--- src/rtl/hash_misr_multi.sv ---
// hash_misr_multi: N_CHANNELS independent MISR signatures with beat counters,
// per-channel clear and a registered read-back port. With WIDTH=32 and the
// default POLY/INITIAL_VALUE each channel matches the legacy 32-bit hash.
module hash_misr_multi #(
    parameter int          WIDTH         = 32,
    parameter int          N_CHANNELS    = 4,
    parameter logic [31:0] POLY          = 32'h00000057,
    parameter logic [31:0] INITIAL_VALUE = 32'h000014D6,
    parameter int          CNT_WIDTH     = 16,
    parameter int          CHAN_W        = (N_CHANNELS > 1) ? $clog2(N_CHANNELS) : 1
) (
    input  logic                 clk,
    input  logic                 reset,
    input  logic                 in_valid,
    input  logic [CHAN_W-1:0]    in_chan,
    input  logic [WIDTH-1:0]     in_data,
    input  logic                 clr_valid,
    input  logic [CHAN_W-1:0]    clr_chan,
    input  logic                 rd_req,
    input  logic [CHAN_W-1:0]    rd_chan,
    output logic                 rd_valid,
    output logic [WIDTH-1:0]     rd_value,
    output logic [CNT_WIDTH-1:0] rd_count,
    output logic                 err_chan
);

    localparam logic [WIDTH-1:0] INIT_W = WIDTH'(INITIAL_VALUE);
    // The top bit always takes value[0], so only the low WIDTH-1 taps matter.
    localparam logic [WIDTH-2:0] TAPS   = (WIDTH-1)'(POLY);

    logic [WIDTH-1:0]     sig [N_CHANNELS];
    logic [CNT_WIDTH-1:0] cnt [N_CHANNELS];

    logic                 in_ok;
    logic                 clr_ok;
    logic                 rd_ok;
    logic [WIDTH-1:0]     rd_sig;
    logic [CNT_WIDTH-1:0] rd_cnt;

    function automatic logic [WIDTH-1:0] misr_next(input logic [WIDTH-1:0] v,
                                                   input logic [WIDTH-1:0] d);
        logic [WIDTH-1:0] n;
        n[WIDTH-1]   = d[WIDTH-1] ^ v[0];
        n[WIDTH-2:0] = d[WIDTH-2:0] ^ v[WIDTH-1:1] ^ (TAPS & {(WIDTH-1){v[0]}});
        return n;
    endfunction

    function automatic logic chan_in_range(input logic [CHAN_W-1:0] c);
        return 32'(c) < 32'(N_CHANNELS);
    endfunction

    // Range checks for the three channel-addressed ports.
    always_comb begin
        in_ok  = chan_in_range(in_chan);
        clr_ok = chan_in_range(clr_chan);
        rd_ok  = chan_in_range(rd_chan);
    end

    // Read mux; an out-of-range index matches no channel and returns zeros.
    always_comb begin
        rd_sig = '0;
        rd_cnt = '0;
        for (int i = 0; i < N_CHANNELS; i++) begin
            if (rd_chan == CHAN_W'(i)) begin
                rd_sig = sig[i];
                rd_cnt = cnt[i];
            end
        end
    end

    // Per-channel signature and beat counter; clear beats update on the same channel.
    always_ff @(posedge clk or posedge reset) begin
        if (reset) begin
            for (int i = 0; i < N_CHANNELS; i++) begin
                sig[i] <= INIT_W;
                cnt[i] <= '0;
            end
        end else begin
            for (int i = 0; i < N_CHANNELS; i++) begin
                if (clr_valid && clr_ok && clr_chan == CHAN_W'(i)) begin
                    sig[i] <= INIT_W;
                    cnt[i] <= '0;
                end else if (in_valid && in_ok && in_chan == CHAN_W'(i)) begin
                    sig[i] <= misr_next(sig[i], in_data);
                    if (cnt[i] != '1)
                        cnt[i] <= cnt[i] + CNT_WIDTH'(1);
                end
            end
        end
    end

    // One-stage read register; samples pre-update state, holds when idle.
    always_ff @(posedge clk or posedge reset) begin
        if (reset) begin
            rd_valid <= 1'b0;
            rd_value <= '0;
            rd_count <= '0;
        end else begin
            rd_valid <= rd_req;
            if (rd_req) begin
                rd_value <= rd_sig;
                rd_count <= rd_cnt;
            end
        end
    end

    // Sticky flag for any out-of-range channel index presented on any port.
    always_ff @(posedge clk or posedge reset) begin
        if (reset)
            err_chan <= 1'b0;
        else if ((in_valid && !in_ok) || (clr_valid && !clr_ok) || (rd_req && !rd_ok))
            err_chan <= 1'b1;
    end

endmodule

--- config.mk ---
export PLATFORM = sky130hd
export DESIGN_NAME = hash_misr_multi
export DESIGN_NICKNAME = d
export VERILOG_FILES = /design/src/rtl/hash_misr_multi.sv
export SDC_FILE = /design/constraint.sdc
export NUM_CORES = 1
export LEC_CHECK = 0
export ABC_AREA = 1
export BUFFER_PORTS_ARGS = -buffer_cell sky130_fd_sc_hd__buf_4
export CAP_MARGIN = 0
export CORE_UTILIZATION = 41
export CTS_BUF_LIST = sky130_fd_sc_hd__clkbuf_4 sky130_fd_sc_hd__clkbuf_8
export CTS_CLUSTER_DIAMETER = 100
export CTS_CLUSTER_SIZE = 10
export DETAILED_ROUTE_END_ITERATION = 8
export SLEW_MARGIN = 20
export SYNTH_ARGS = -nofsm -noshare
export SYNTH_HDL_FRONTEND = slang
export SYNTH_SLANG_ARGS = --single-unit
export TNS_END_PERCENT = 30
--- constraint.sdc ---
create_clock -name clk -period 19.7 [get_ports clk]
set_input_delay 0.985 -clock clk [delete_from_list [all_inputs] [get_ports clk]]
set_output_delay 0.985 -clock clk [all_outputs]
set_load 0.01 [all_outputs]
==> impl_results.rst <==
.. list-table::
   :header-rows: 1

   * - Metric
     - Value
   * - Status
     - complete, but fails checks
   * - Failing checks
     - DRC
   * - Critical path's most frequent cell
     - sky130_fd_sc_hd__nand2_1
   * - Setup-failing EPs final
     - 0
   * - CP max stage delay
     - 850 ps
   * - Gates resized, CTS repair
     - 0
   * - Final cycle utilization of the critical path
     - 16.76%
   * - Number of design rule violations left after detail routing
     - 10
   * - Count of port buffers added during placement
     - 91
   * - Detailed-route wire length per cell
     - 17.87 um
   * - Internal
     - a little over 900 uW
   * - Leakage component of the power
     - around 6.4 nW
   * - Cell chosen for the clock root
     - sky130_fd_sc_hd__clkbuf_8
   * - Average via count per standard cell
     - around 5.2
   * - Distinct cell type count of the synthesized netlist
     - 35
   * - Share of synthesized cell area in full adder, half adder and majority cells
     - 0.3865%
   * - ANT nets after route
     - 0
   * - Switch Pwr
     - around 450 uW
   * - Dominant combinational cell family by area after synthesis
     - simple AND/OR/NAND/NOR gates
   * - Bufs on Longest Clock Path
     - 3
   * - Dominant synthesized flop cell
     - sky130_fd_sc_hd__dfrtp_1
   * - Clock tree from TritonCTS
     - yes
   * - Class of the tightest hold or removal check
     - in -> async
   * - Flop2flop setup slack
     - ~17000 ps
   * - Vias after detailed routing
     - roughly 11000
   * - Share of final-layout standard cells stronger than drive strength 1
     - between 10% and 20%
   * - Total die area
     - 32300 um2
   * - #FFs+latches synth
     - 241
   * - Max-slew violation total from the final report
     - 0
   * - Wire length after detailed routing
     - about 37000 um
   * - Net Sw Frac
     - roughly a third
   * - First-pass GRT wire length
     - 59310 um
   * - Hold violation total from the final report
     - 0
   * - CTS clock-pin slew for the worst setup and hold paths
     - 80 ps
   * - Total number of nets in the final design
     - ~1700
   * - Cell area after technology mapping
     - 12950 um2
   * - Final antenna diode count
     - 0
   * - Unrepaired setup endpoints after global routing
     - no
   * - Area growth from synthesis to layout
     - 11.26%
   * - Transition time of the tightest slew-check pin
     - about 1100 ps
   * - Clk pwr share
     - approximately a quarter
   * - Number of top-level pins
     - just over 90
   * - Worst IR Drop VDD
     - 68.29 uV
   * - Inserted Clock Buffers
     - 28
   * - Power Density
     - 95.45 nW/um2
   * - Initial cell density of the core
     - between 40% and 50%
   * - CTS HTree Levels
     - 1
   * - Setup crit end kind
     - flip-flop
   * - Number of hold-repair buffers added at the cts stage
     - 0
   * - Fillcell total
     - approximately 3000
   * - Number of cells on the worst reg-to-reg path
     - 9
   * - Length of the first detailed-routing pass in iterations
     - 7
   * - EDFF count, synth
     - 0
   * - Crit path cell chain
     - buf_4 -> inv_1 -> nand3_2 -> nand2_1 -> inv_2 -> nor2_1 -> inv_1 -> nand2_1 -> nand2_1
   * - Die Ht
     - 179.7 um
   * - Final-layout setup total negative slack
     - 0 ps
   * - Data required time at the worst endpoint
     - 20180 ps
   * - Number of clock sinks
     - roughly 240
   * - Fin crit period
     - between 3000 and 4000 ps
   * - Final standard cell utilization of the core
     - a little under half
   * - Skew-Pair Late Insertion Delay
     - ~600 ps
   * - Category of the worst setup path launch point
     - primary input
   * - Slowest stage cell on the critical path
     - sky130_fd_sc_hd__nand2_1
   * - Area fraction in compound gates after synthesis
     - a little over an eighth
   * - RD Place Congestion
     - between 0.9 and 1
   * - Reg-to-Reg End
     - cnt[61]
   * - Worst Path Max Fanout
     - 21
   * - Critical setup path kind
     - in -> reg
   * - Yosys warning count
     - 0
   * - Global-route congestion overflow total
     - 0
   * - Largest net degree at the start of global routing
     - 90
   * - Sequential cell area
     - a little over 6000 um2
   * - Synth Instances
     - 1608
   * - Antenna violations before repair
     - 1
   * - Total routing usage reported by global routing
     - 23.22%
   * - Critical path data arrival time
     - 3790 ps
   * - Number of buffer and inverter stages on the critical path
     - 4
   * - Average footprint of a synthesized cell
     - just over 8 um2
   * - Net count of the mapped netlist
     - approximately 1700
   * - Register area share after synthesis
     - 46.85%
   * - Detailed Route Iter0 Violations
     - around 760
   * - Area inside the core boundary
     - 30830 um2
   * - Tightest slew margin relative to the limit
     - 24.50%
   * - Dpl hpwl
     - around 24000 um
   * - Part of the total power dissipated in combinational logic
     - 23.8%
   * - Asr flop ratio synth
     - between 90% and 100%
   * - Critical R2R Launch
     - cnt[49]
   * - Vias in the first global route
     - between 10000 and 15000
   * - Simple-Gate Fraction of Synth Area
     - 19.23%
   * - Number of max-cap violations
     - 0
   * - Area taken by multi-input logic gates
     - roughly 5800 um2
   * - Fmax
     - 302.8 MHz
   * - Die width
     - about 180 um
   * - Post-CTS setup buffer count
     - 0
   * - Synth Area in XOR/XNOR
     - 11.63%
   * - Sequential fraction of design power
     - about 50%
   * - Cell row count
     - 64
   * - Fin Clk Skew
     - between 30 and 40 ps
   * - CP top delay family
     - simple AND/OR/NAND/NOR gates
   * - Multiplexer area fraction after synthesis
     - 0%
==> metal layers <==
| metal | wire, um | up-vias | global-route usage [%] |
|---|---|---|---|
| met3 | 1968 | 73 | 3.160 |
| met1 | 16500 | 5149 | 31.45 |
| met5 | 11 | - | 0 |
| met4 | 1172 | 2 | 7.724 |
| li1 | - | 5215 | - |
| met2 | 17280 | 309 | 38.27 |
==> flip-flops by register name (all words and copies together) (netlist names) <==
| register | cells |
|---|---|
| rd_value | 32 |
| rd_count | 16 |
| cnt | 64 |
| rd_valid | 1 |
| sig | 128 |
==> placed cells by master, fill, tap and decap left out, drive strengths merged <==
cell	count
o21a	1
conb	1
nand4	11
xnor2	127
nand3	47
ha	4
a22oi	6
o21ai	157
a31oi	3
dfrtp	213
o22ai	93
dfstp	28
clkbuf	50
nand3b	1
o21bai	8
buf	102
nor3	23
a21oi	44
nand2	340
o221ai	1
nor2	173
clkinv	6
inv	181
nor3b	5
xor2	45
==> cell families (layout without fill, tap and decap cells) <==
kind of cell	count (synthesis)	in the layout
DFF	241	241
xor gates and xnor gates	172	172
AOI/OAI and AO/OA	313	313
buffers and inverters	277	339
adders and majority gates	4	4
other	1	1
and+or+nand+nor	600	600
==> synth_stat cells, types with 2 or more instances <==
cell type / n / area [um2]
sky130_fd_sc_hd__nand2_1: 336 / 1261
sky130_fd_sc_hd__dfrtp_1: 213 / 5330
sky130_fd_sc_hd__inv_1: 169 / 634.4
sky130_fd_sc_hd__nor2_1: 161 / 604.3
sky130_fd_sc_hd__o21ai_0: 137 / 685.7
sky130_fd_sc_hd__xnor2_1: 127 / 1112
sky130_fd_sc_hd__o22ai_1: 93 / 581.8
sky130_fd_sc_hd__xor2_1: 45 / 394.1
sky130_fd_sc_hd__a21oi_1: 44 / 220.2
sky130_fd_sc_hd__nand3_1: 41 / 205.2
sky130_fd_sc_hd__clkbuf_1: 33 / 123.9
sky130_fd_sc_hd__dfstp_2: 28 / 735.7
sky130_fd_sc_hd__buf_1: 27 / 101.4
sky130_fd_sc_hd__buf_2: 25 / 125.1
sky130_fd_sc_hd__nor3_1: 23 / 115.1
sky130_fd_sc_hd__o21ai_1: 20 / 100.1
sky130_fd_sc_hd__inv_2: 11 / 41.29
sky130_fd_sc_hd__nand4_1: 11 / 68.82
sky130_fd_sc_hd__nor2_2: 9 / 56.30
sky130_fd_sc_hd__o21bai_1: 8 / 60.06
sky130_fd_sc_hd__a22oi_1: 6 / 45.04
sky130_fd_sc_hd__nand3_2: 6 / 60.06
sky130_fd_sc_hd__buf_4: 5 / 37.54
sky130_fd_sc_hd__clkinv_1: 5 / 18.77
sky130_fd_sc_hd__nor3b_1: 5 / 37.54
sky130_fd_sc_hd__ha_1: 4 / 50.05
sky130_fd_sc_hd__a31oi_1: 3 / 18.77
sky130_fd_sc_hd__nand2_4: 3 / 33.78
sky130_fd_sc_hd__nor2_4: 3 / 33.78
sky130_fd_sc_hd__buf_6: 2 / 22.52
==> metrics by stage <==
stage | std cells | worst slack [ps] | total power [mW] | hold slack, ps | cell area, um2
4_1_cts | 2065 | 16400 | 1.386 | 471.2 | 14380
2_1_floorplan | 1608 | 12140 | 0.9074 | 470.7 | 12950
6_report | 2066 | 16400 | 1.375 | 438.2 | 14410
5_1_grt | 2066 | 16250 | 1.457 | 505.2 | 14410
3_3_place_gp | 2013 | 15860 | 1.009 | 469.9 | 13800
3_5_place_dp | 2013 | 15770 | 1.015 | 471.9 | 13800
==> power by group through the flow <==
stage / registers [mW] / logic [mW] / clock network, mW
floorplan: 0.672 / 0.235 / 0
global placement: 0.687 / 0.322 / 0
detailed placement: 0.689 / 0.326 / 0
CTS: 0.680 / 0.329 / 0.377
global route: 0.693 / 0.369 / 0.395
finish: 0.681 / 0.327 / 0.367
==> worst max-delay path by stage <==
stage / start / end / slack (ps) / cells after the start
floorplan: reset / cnt[0] / 12140 / 1
global route: clr_chan[0] / cnt[61] / 16250 / 9
finish: clr_chan[0] / cnt[61] / 16400 / 9
global placement: clr_chan[0] / cnt[50] / 15860 / 9
CTS: clr_chan[0] / cnt[61] / 16400 / 9
detailed placement: clr_chan[0] / cnt[61] / 15770 / 9
==> layout make-up <==
class,instances,area share (%)
Clock buffer,50,3.821
Clock inverter,2,0.1737
Inverter,185,4.872
Multi-Input combinational cell,1090,40.11
Sequential cell,241,42.11
Tap cell,396,3.439
Timing Repair Buffer,102,5.480
(Power assumes the default switching activity.)
